$ cat src/rtl/mole_ctrl.sv
// Mole sequencer: raises one pseudo-random mole at a time and times the gap/up/flash phases from the difficulty.
// Latency: all outputs registered; a whack sampled at edge k gives its pulse in cycle k+1 and drops the LED on edge k.
// Backpressure: none; whack pulses are consumed on arrival and ignored outside UP or while disabled.
module mole_ctrl #(
    parameter int          TICK_DIV  = 100000,
    parameter logic [15:0] LFSR_SEED = 16'hACE1
) (
    input  logic       clk,
    input  logic       rst_n,
    input  logic       enable_mole_ctrl,
    input  logic [1:0] difficulty_level,
    input  logic [7:0] whack_pulse,
    output logic [7:0] mole_leds,
    output logic [2:0] active_hole,
    output logic       hit_pulse,
    output logic       wrong_pulse,
    output logic       escape_pulse
);

    localparam int PW = $clog2(TICK_DIV);

    typedef enum logic [1:0] {
        ST_IDLE,
        ST_GAP,
        ST_UP,
        ST_FLASH
    } state_t;

    // Phase lengths in milliseconds, indexed by the latched difficulty.
    function automatic logic [9:0] up_ms(input logic [1:0] d);
        case (d)
            2'd0:    return 10'd1000;
            2'd1:    return 10'd700;
            default: return 10'd450;
        endcase
    endfunction

    function automatic logic [9:0] gap_ms(input logic [1:0] d);
        case (d)
            2'd0:    return 10'd400;
            2'd1:    return 10'd300;
            default: return 10'd200;
        endcase
    endfunction

    localparam logic [9:0] FLASH_MS = 10'd150;

    state_t        state_q, state_d;
    logic [1:0]    diff_q, diff_d;
    logic [PW-1:0] presc_q, presc_d;
    logic [9:0]    ms_q, ms_d;
    logic [15:0]   lfsr_q, lfsr_d;
    logic [7:0]    leds_q, leds_d;
    logic [2:0]    hole_q, hole_d;
    logic          hit_q, hit_d;
    logic          wrong_q, wrong_d;
    logic          esc_q, esc_d;

    logic          ms_tick;
    logic [9:0]    dur_ms;
    logic          expired;
    logic [1:0]    level;
    logic [2:0]    cand;
    logic [2:0]    pick;
    logic [7:0]    other_mask;
    logic          restart;

    // Free-running Galois LFSR, x^16+x^14+x^13+x^11, shifted right.
    always_comb begin
        lfsr_d = {1'b0, lfsr_q[15:1]} ^ (lfsr_q[0] ? 16'hB400 : 16'h0000);
    end

    // Phase timing: ms tick from the prescaler, duration of the current phase, and its expiry.
    // The ms counter saturates one past the last tick so an expiry deferred by a wrong whack
    // is still seen on the following cycle.
    always_comb begin
        ms_tick = (presc_q == PW'(TICK_DIV - 1));
        case (state_q)
            ST_GAP:   dur_ms = gap_ms(diff_q);
            ST_UP:    dur_ms = up_ms(diff_q);
            ST_FLASH: dur_ms = FLASH_MS;
            default:  dur_ms = 10'd0;
        endcase
        expired = (ms_q == dur_ms) || (ms_tick && (ms_q == dur_ms - 10'd1));
    end

    // Difficulty 3 behaves as hard; next hole avoids repeating the previous one.
    always_comb begin
        level      = (difficulty_level == 2'd3) ? 2'd2 : difficulty_level;
        cand       = lfsr_q[2:0];
        pick       = (cand == hole_q) ? cand + 3'd1 : cand;
        other_mask = ~(8'd1 << hole_q);
    end

    // Next state, LED and event logic; a low enable overrides everything and suppresses events.
    always_comb begin
        state_d = state_q;
        diff_d  = diff_q;
        leds_d  = leds_q;
        hole_d  = hole_q;
        hit_d   = 1'b0;
        wrong_d = 1'b0;
        esc_d   = 1'b0;
        if (!enable_mole_ctrl) begin
            state_d = ST_IDLE;
            leds_d  = 8'h00;
        end else begin
            case (state_q)
                ST_IDLE: begin
                    state_d = ST_GAP;
                    diff_d  = level;
                    leds_d  = 8'h00;
                end
                ST_GAP: begin
                    if (expired) begin
                        state_d = ST_UP;
                        hole_d  = pick;
                        leds_d  = 8'd1 << pick;
                    end
                end
                ST_UP: begin
                    if (whack_pulse[hole_q]) begin
                        hit_d   = 1'b1;
                        state_d = ST_FLASH;
                        leds_d  = 8'h00;
                    end else if (|(whack_pulse & other_mask)) begin
                        wrong_d = 1'b1;
                    end else if (expired) begin
                        esc_d   = 1'b1;
                        state_d = ST_GAP;
                        diff_d  = level;
                        leds_d  = 8'h00;
                    end
                end
                ST_FLASH: begin
                    leds_d = 8'h00;
                    if (expired) begin
                        state_d = ST_GAP;
                        diff_d  = level;
                    end
                end
                default: begin
                    state_d = ST_IDLE;
                    leds_d  = 8'h00;
                end
            endcase
        end
    end

    // Counters restart on every state change and stay cleared while idle.
    always_comb begin
        restart = (state_d != state_q) || (state_q == ST_IDLE);
        presc_d = presc_q;
        ms_d    = ms_q;
        if (restart) begin
            presc_d = '0;
            ms_d    = 10'd0;
        end else if (ms_tick) begin
            presc_d = '0;
            if (ms_q != 10'h3FF) begin
                ms_d = ms_q + 10'd1;
            end
        end else begin
            presc_d = presc_q + PW'(1);
        end
    end

    // State, difficulty and timing registers.
    always_ff @(posedge clk or negedge rst_n) begin
        if (!rst_n) begin
            state_q <= ST_IDLE;
            diff_q  <= 2'd0;
            presc_q <= '0;
            ms_q    <= 10'd0;
            lfsr_q  <= LFSR_SEED;
        end else begin
            state_q <= state_d;
            diff_q  <= diff_d;
            presc_q <= presc_d;
            ms_q    <= ms_d;
            lfsr_q  <= lfsr_d;
        end
    end

    // Registered outputs.
    always_ff @(posedge clk or negedge rst_n) begin
        if (!rst_n) begin
            leds_q  <= 8'h00;
            hole_q  <= 3'd0;
            hit_q   <= 1'b0;
            wrong_q <= 1'b0;
            esc_q   <= 1'b0;
        end else begin
            leds_q  <= leds_d;
            hole_q  <= hole_d;
            hit_q   <= hit_d;
            wrong_q <= wrong_d;
            esc_q   <= esc_d;
        end
    end

    assign mole_leds    = leds_q;
    assign active_hole  = hole_q;
    assign hit_pulse    = hit_q;
    assign wrong_pulse  = wrong_q;
    assign escape_pulse = esc_q;

endmodule

$ cat config.mk
export PLATFORM = sky130hd
export DESIGN_NAME = mole_ctrl
export DESIGN_NICKNAME = d
export VERILOG_FILES = /design/src/rtl/mole_ctrl.sv
export SDC_FILE = /design/constraint.sdc
export NUM_CORES = 1
export LEC_CHECK = 0
export BUFFER_PORTS_ARGS = -buffer_cell sky130_fd_sc_hd__buf_2
export CAP_MARGIN = 20
export CELL_PAD_IN_SITES_DETAIL_PLACEMENT = 2
export CELL_PAD_IN_SITES_GLOBAL_PLACEMENT = 2
export CORE_MARGIN = 10
export CORE_UTILIZATION = 34
export DETAILED_ROUTE_END_ITERATION = 6
export PLACE_DENSITY = 0.83
export SYNTH_ARGS = -nofsm -noshare
export SYNTH_HDL_FRONTEND = slang
export SYNTH_SLANG_ARGS = --single-unit
$ cat constraint.sdc
create_clock -name clk -period 9.2 [get_ports clk]
set_clock_uncertainty 0.05 [all_clocks]
set_input_delay 0.46 -clock clk [delete_from_list [all_inputs] [get_ports clk]]
set_output_delay 0.46 -clock clk [all_outputs]
set_load 0.01 [all_outputs]
Word level (Yosys, flattened, before mapping)
Index checks and enable logic that the tools add are counted.
- divide/modulo/power cells: 0
- $mul: 0
- multiplexer cells: 41
- bitwise operators: 3
- shifts and indexed selects: 2
- order comparisons: 1
- $add $sub $neg: 4
- equal/unequal tests: 16
- reduce and logical (&&, ||, !) cells: 14
- operator list (kind ; number):
    $mux 8 ; 5
    $mux 17 ; 2
    $mux 10 ; 3
    $pmux 10 s3 ; 1
    $pmux 8 s3 ; 1
    $eq 10x10->1 ; 2
    $pmux 10 s2 ; 1
    $mux 2 ; 9
    $pmux 9 s2 ; 1
    $add 17x1->17 const B ; 1
    $eq 17x17->1 const B ; 1
    $mux 16 ; 1
    $shl 1x3->8 const A ; 2
    $xor 15x16->16 ; 1
    $mux 1 ; 13
    $add 10x1->10 const B ; 1
    $ne 10x10->1 const B ; 1
    $sub 10x1->10 const B ; 1
    $and 8x8->8 ; 1
    $ne 4x4->1 const B ; 2
    $not 8->8 ; 1
    $pmux 2 s4 ; 1
    $reduce_or 8->1 ; 1
    $eq 2x2->1 const B ; 3
    19 further kinds ; 25
- memory bits (read-only): 0
- memories kept: 0
- logic and storage cells: 91
- latch bits: 0
- register bits after elaboration: 61
- input bits: 13
- bits in writable memories: 0

Depth between registers and ports, before layout
- depth in word-level cells: 16
- gate-level depth with buffers: 14
- mapped depth without buffers: 12

Least setup slack after synthesis
No wires, ideal clock.
- path type: register -> register
- from: register diff_q[0]
- to: register hole_q[1] (netlist: active_hole[1])
- arrival time: 2782 ps
- stages on the path, launching flop included: 14
- buffers on the path: 1
- data required time: 9022 ps
- clock period less this slack: 2960 ps
- slack: 6240 ps
- cell sequence: dfrtp_1 -> buf_4 -> and2b_2 -> nor2_1 -> or2_2 -> ha_1 -> xor2_1 -> o2111ai_1 -> a21oi_1 -> nand3_1 -> nor3_2 -> nor2_2 -> or3_4 -> mux2_1
- longest elaborated chain between the ends: 8
- ends and longest elaborated chain (item ; RTL line ; text):
    start: declaration ; 49 ; logic [1:0] diff_q, diff_d;
    start signal: assignment ; 178 ; diff_q <= diff_d;
    $eq 2x1->1 / $logic_not 2->1 (equally long branches) ; 31, 39 ;
    $pmux 10 s2 / $pmux 9 s2 (equally long branches) ; 31, 39 ;
    $pmux 10 s3 (*) ; 78 ; case (state_q)
    $sub 10x1->10 ; 84 ; expired = (ms_q == dur_ms) || (ms_tick && (ms_q == dur_ms - 10'd1));
    $eq 10x10->1 ; 84 ;
    $logic_and 1x1->1 ; 84 ;
    $logic_or 1x1->1 (*) ; 84 ;
    $reduce_and 3->1 (no source line) (*) ; -- ;
    end signal: assignment ; 195 ; hole_q <= hole_d;
    end: declaration ; 54 ; logic [2:0] hole_q, hole_d;
Mark *: on every way between the ends. The rest lies on a longest branch, timed or not.
A chain may end at the register's enable or synchronous reset.

Final worst setup path
- from: register state_q[0]
- to: register presc_q[5]
- longest elaborated chain between the ends: 14
- ends and longest elaborated chain (item ; RTL line ; text):
    start: declaration ; 48 ; state_t state_q, state_d;
    start signal: assignment ; 177 ; state_q <= state_d;
    $eq 2x2->1 / $eq 2x1->1 (equally long branches) ; 78, 108 ;
    $pmux 10 s3 ; 78 ;
    $sub 10x1->10 ; 84 ;
    $eq 10x10->1 ; 84 ;
    $logic_and 1x1->1 ; 84 ;
    $logic_or 1x1->1 ; 84 ;
    $mux 2 ; 128, 137 ;
    $mux 2 ; 126 ; end else if (|(whack_pulse & other_mask)) begin
    $mux 2 ; 122 ; if (whack_pulse[hole_q]) begin
    $pmux 2 s4 ; 108 ; case (state_q)
    $mux 2 ; 104 ; if (!enable_mole_ctrl) begin
    $ne 2x2->1 ; 152 ; restart = (state_d != state_q) || (state_q == ST_IDLE);
    $logic_or 1x1->1 (*) ; 152 ;
    $mux 17 (*) ; 155 ; if (restart) begin
    net presc_d[5] ; 50 ; logic [PW-1:0] presc_q, presc_d;
    end signal: assignment ; 179 ; presc_q <= presc_d;
    end: declaration ; 50 ;
The timed path passes the listed nets; every way through them passes the cells marked *.

==> impl_results.md <==
- CP Capture Point: presc_q[5]
- PD cells: 214 mW/mm^2
- Kind of critical path: reg2reg
- Critical path endpoint category: register
- Setup-failing EPs final: 0
- HPWL Detailed: 6810 um
- Mapped Avg Cell Area: 9.63 um^2
- Max transition margin: 37.5%
- Site row count: 36
- H-tree Lvls: 3
- Critical R2R Capture: presc_q[5]
- Worst path most repeated cell: nor2_1
- Post-CTS setup buffer count: 0
- DR vias/cell: 5.45
- DRT Wirelength: 9680 um
- #FFs+latches synth: 61
- Max FO, Critical Path: 31
- Post-Syn Area: 0.00342 mm^2
- Top FF cell, synth: dfrtp_1
- Resize count post-CTS: 0
- First-pass GRT wire length: 16,600 um
- Number of global-route vias before repair: 3,065
- Maximum vdd drop: 88.7 uV
- Number of fill cells: 1,128
- GRT Total Usage: 14.2%
- Total number of vias: 2,775
- Die area: 0.0145 mm^2
- Met3 Use GR: 2.89%
- Final cycle utilization of the critical path: 40.4%
- Synth Area in Adders: 1.46%
- 1st-pass router iterations: 4
- Largest net degree at the start of global routing: 62
- Met1 Use GR: 17.5%
- Root buffer cell: clkbuf_8
- Critical-path top delay cell: dfrtp_1
- Detail Route Antenna Nets: 0
- Hold buffer count at cts: 0
- Clock Latency Late Sink: 0.35 ns
- Initial antenna violation count: 0
- Start of the worst register-to-register path: state_q[0]
- Highest Clock Rate: 269 MHz
- Async SR Flop Fraction: 100%
- Synth Area in XOR/XNOR: 8.96%
- Drt first-iter violations: 151
- Setup TNS: 0 ns
- Maximum clock path buffer count: 2
- CP max stage delay: 0.96 ns
- Nets: 388
- Post-DR wirelength/cell: 19.0 um
- Post-Synth Simple-Gate Area: 22.4%
- Die extent in x: 120 um
- Worst setup path start: state_q[0]
- R2r setup slk: 5.48 ns
- Post-synthesis mux area share: 4.43%
- Critical Path RT: 9.34 ns
- Minimum clock period: 3.72 ns
- Post-route cell area: 0.00383 mm^2
- Num ports: 27
- Layout cells sized above 1: 18.6%
- Crit start category: register
- Worst hold path type: in2async
- Synth unique cells: 65
- RSZ-0062 raised after global routing: no
- Global route total overflow: 0
- Worst Tran Pin Value: 0.938 ns
- LEAKAGE: 1.66 nW
- Worst reg2reg path depth: 11
- TritonCTS clock tree: done
- Clk slew on worst S/H paths: 0.07 ns
- GRT met2 Usage: 23.9%
- DRC viols: 0
- Largest family of logic cells by synthesized area: simple AND/OR/NAND/NOR gates
- CP Cell Sequence: nor2_1 -> or2_2 -> ha_1 -> xor2_1 -> o2111ai_1 -> a21oi_1 -> nand3_1 -> nor3_2 -> nor2_2 -> o211ai_2 -> nor2_1
- Die Ht: 120 um
- Initial core utilization: 35.0%
- Dpl cell area: 0.00362 mm^2
- # diodes: 0
- P&R area growth vs syn: 12.1%
- Min Hold Slack: 0.202 ns
- Post-synth EDFFs: 0
- Routability cong.: 0.827
- Core footprint: 0.00977 mm^2
- Syn Nets: 372
- Critical Path AT: 3.86 ns
- Total of max-cap violations: 0
- Seq/Total Area, Yosys: 44.9%
- Synth Area in Compound Gates: 13.9%
- Port bufs: 26
- Yosys Warn Count: 0
- Cells after synthesis: 355
- Final slew viol count: 0
- Num CTS Buffers: 9
- Fin. Hold Viols: 0
- Busiest metal layer after global routing: met2
- Clock tree sinks: 61
- Status: finished, final reports clean
==> cell usage in the layout, fill, tap and decap left out, drive strengths merged, types with 4 or more instances in the layout <==
| cell | n |
|---|---|
| o22ai | 10 |
| buf | 28 |
| mux2 | 5 |
| clkbuf | 10 |
| dfstp | 8 |
| nor2b | 7 |
| o21ai | 17 |
| a21oi | 10 |
| ha | 4 |
| nand2 | 30 |
| dfrtp | 53 |
| nor3 | 8 |
| clkinv | 4 |
| xor2 | 24 |
| xnor2 | 11 |
| nor2 | 46 |
| or2 | 4 |
| mux2i | 5 |
| nand4 | 4 |
| nor3b | 4 |
| inv | 6 |
| nand2b | 6 |
| and3 | 6 |
| nand3 | 13 |
==> where the power goes <==
| group | leakage [nW] | internal (W) | switching [W] |
|---|---|---|---|
| sequential | 0.815 | 0.000279 | 0.0000512 |
| combinational | 0.732 | 0.0000958 | 0.000127 |
| clock | 0.110 | 0.000153 | 0.000113 |
==> worst min-delay path by stage <==
stage,to,depth (start not counted)
2_1_floorplan,active_hole[0],0
3_3_place_gp,lfsr_q[7],0
3_5_place_dp,lfsr_q[11],0
4_1_cts,active_hole[0],2
5_1_grt,hit_pulse,2
6_report,diff_q[0],2
==> metal layers <==
layer | vias to the layer above | routed length (um)
li1 | 1280 | -
met1 | 1444 | 4360
met4 | 0 | 195
met2 | 33 | 4890
met5 | - | 0
met3 | 18 | 228
==> sequential cells by signal (all words and copies together) (netlist names) <==
name          flops
state_q           2
hit_pulse         1
diff_q            2
escape_pulse      1
mole_leds         8
ms_q             10
presc_q          17
active_hole       3
wrong_pulse       1
lfsr_q           16
==> stage by stage <==
step | setup WS (ns) | util, % | instances | total power [W]
floorplan | 6.24 | - | 355 | 0.000498
global placement | 5.73 | 37.0 | 493 | 0.000542
detailed placement | 5.54 | 37.0 | 493 | 0.000557
CTS | 5.46 | 39.2 | 509 | 0.000830
global route | 5.09 | 39.2 | 509 | 0.000873
finish | 5.48 | 39.2 | 509 | 0.000819
==> cells in the mapped netlist (all sizes together) (5+ instances only) <==
master / number / area share [%]
clkbuf: 9 / 0.99
nand3: 13 / 1.9
inv: 6 / 0.66
nor3: 8 / 1.3
o21ai: 17 / 2.5
o22ai: 10 / 1.8
nor2: 46 / 5.1
nand2b: 6 / 1.3
xnor2: 11 / 2.8
dfstp: 8 / 6.1
nand2: 30 / 3.3
nor2b: 7 / 1.3
a21oi: 10 / 1.5
dfrtp: 53 / 39
mux2: 5 / 1.6
and3: 6 / 1.1
mux2i: 5 / 1.5
xor2: 24 / 6.1
buf: 14 / 2.3
==> cell families (layout without fill, tap and decap cells) <==
family / after synthesis / after routing
xor+xnor: 35 / 35
fa+ha+maj: 4 / 4
mux: 12 / 12
compound gates: 68 / 68
buf+inv: 29 / 50
flops: 61 / 61
simple gates: 146 / 146
==> critical path: cells and delay by family, from the launching register on <==
family	cells	cell delay, ns
xor gates and xnor gates	1	0.18
AOI/OAI and AO/OA	3	0.90
adders and majority gates	1	0.30
DFF	1	0.96
and+or+nand+nor	6	1.17
==> final cells by class <==
class                   instances  area (um^2)  share of cell area [%]
multi-input cells             265         1750                    45.6
flip-flops and latches         61         1540                    40.1
well taps                     133          166                    4.34
repair buffers                 28          145                    3.79
clock buffers                  10          128                    3.33
clock inverters                 6         87.6                    2.28
inverters                       6         22.5                   0.587
Power figures use the tool's default switching activity.
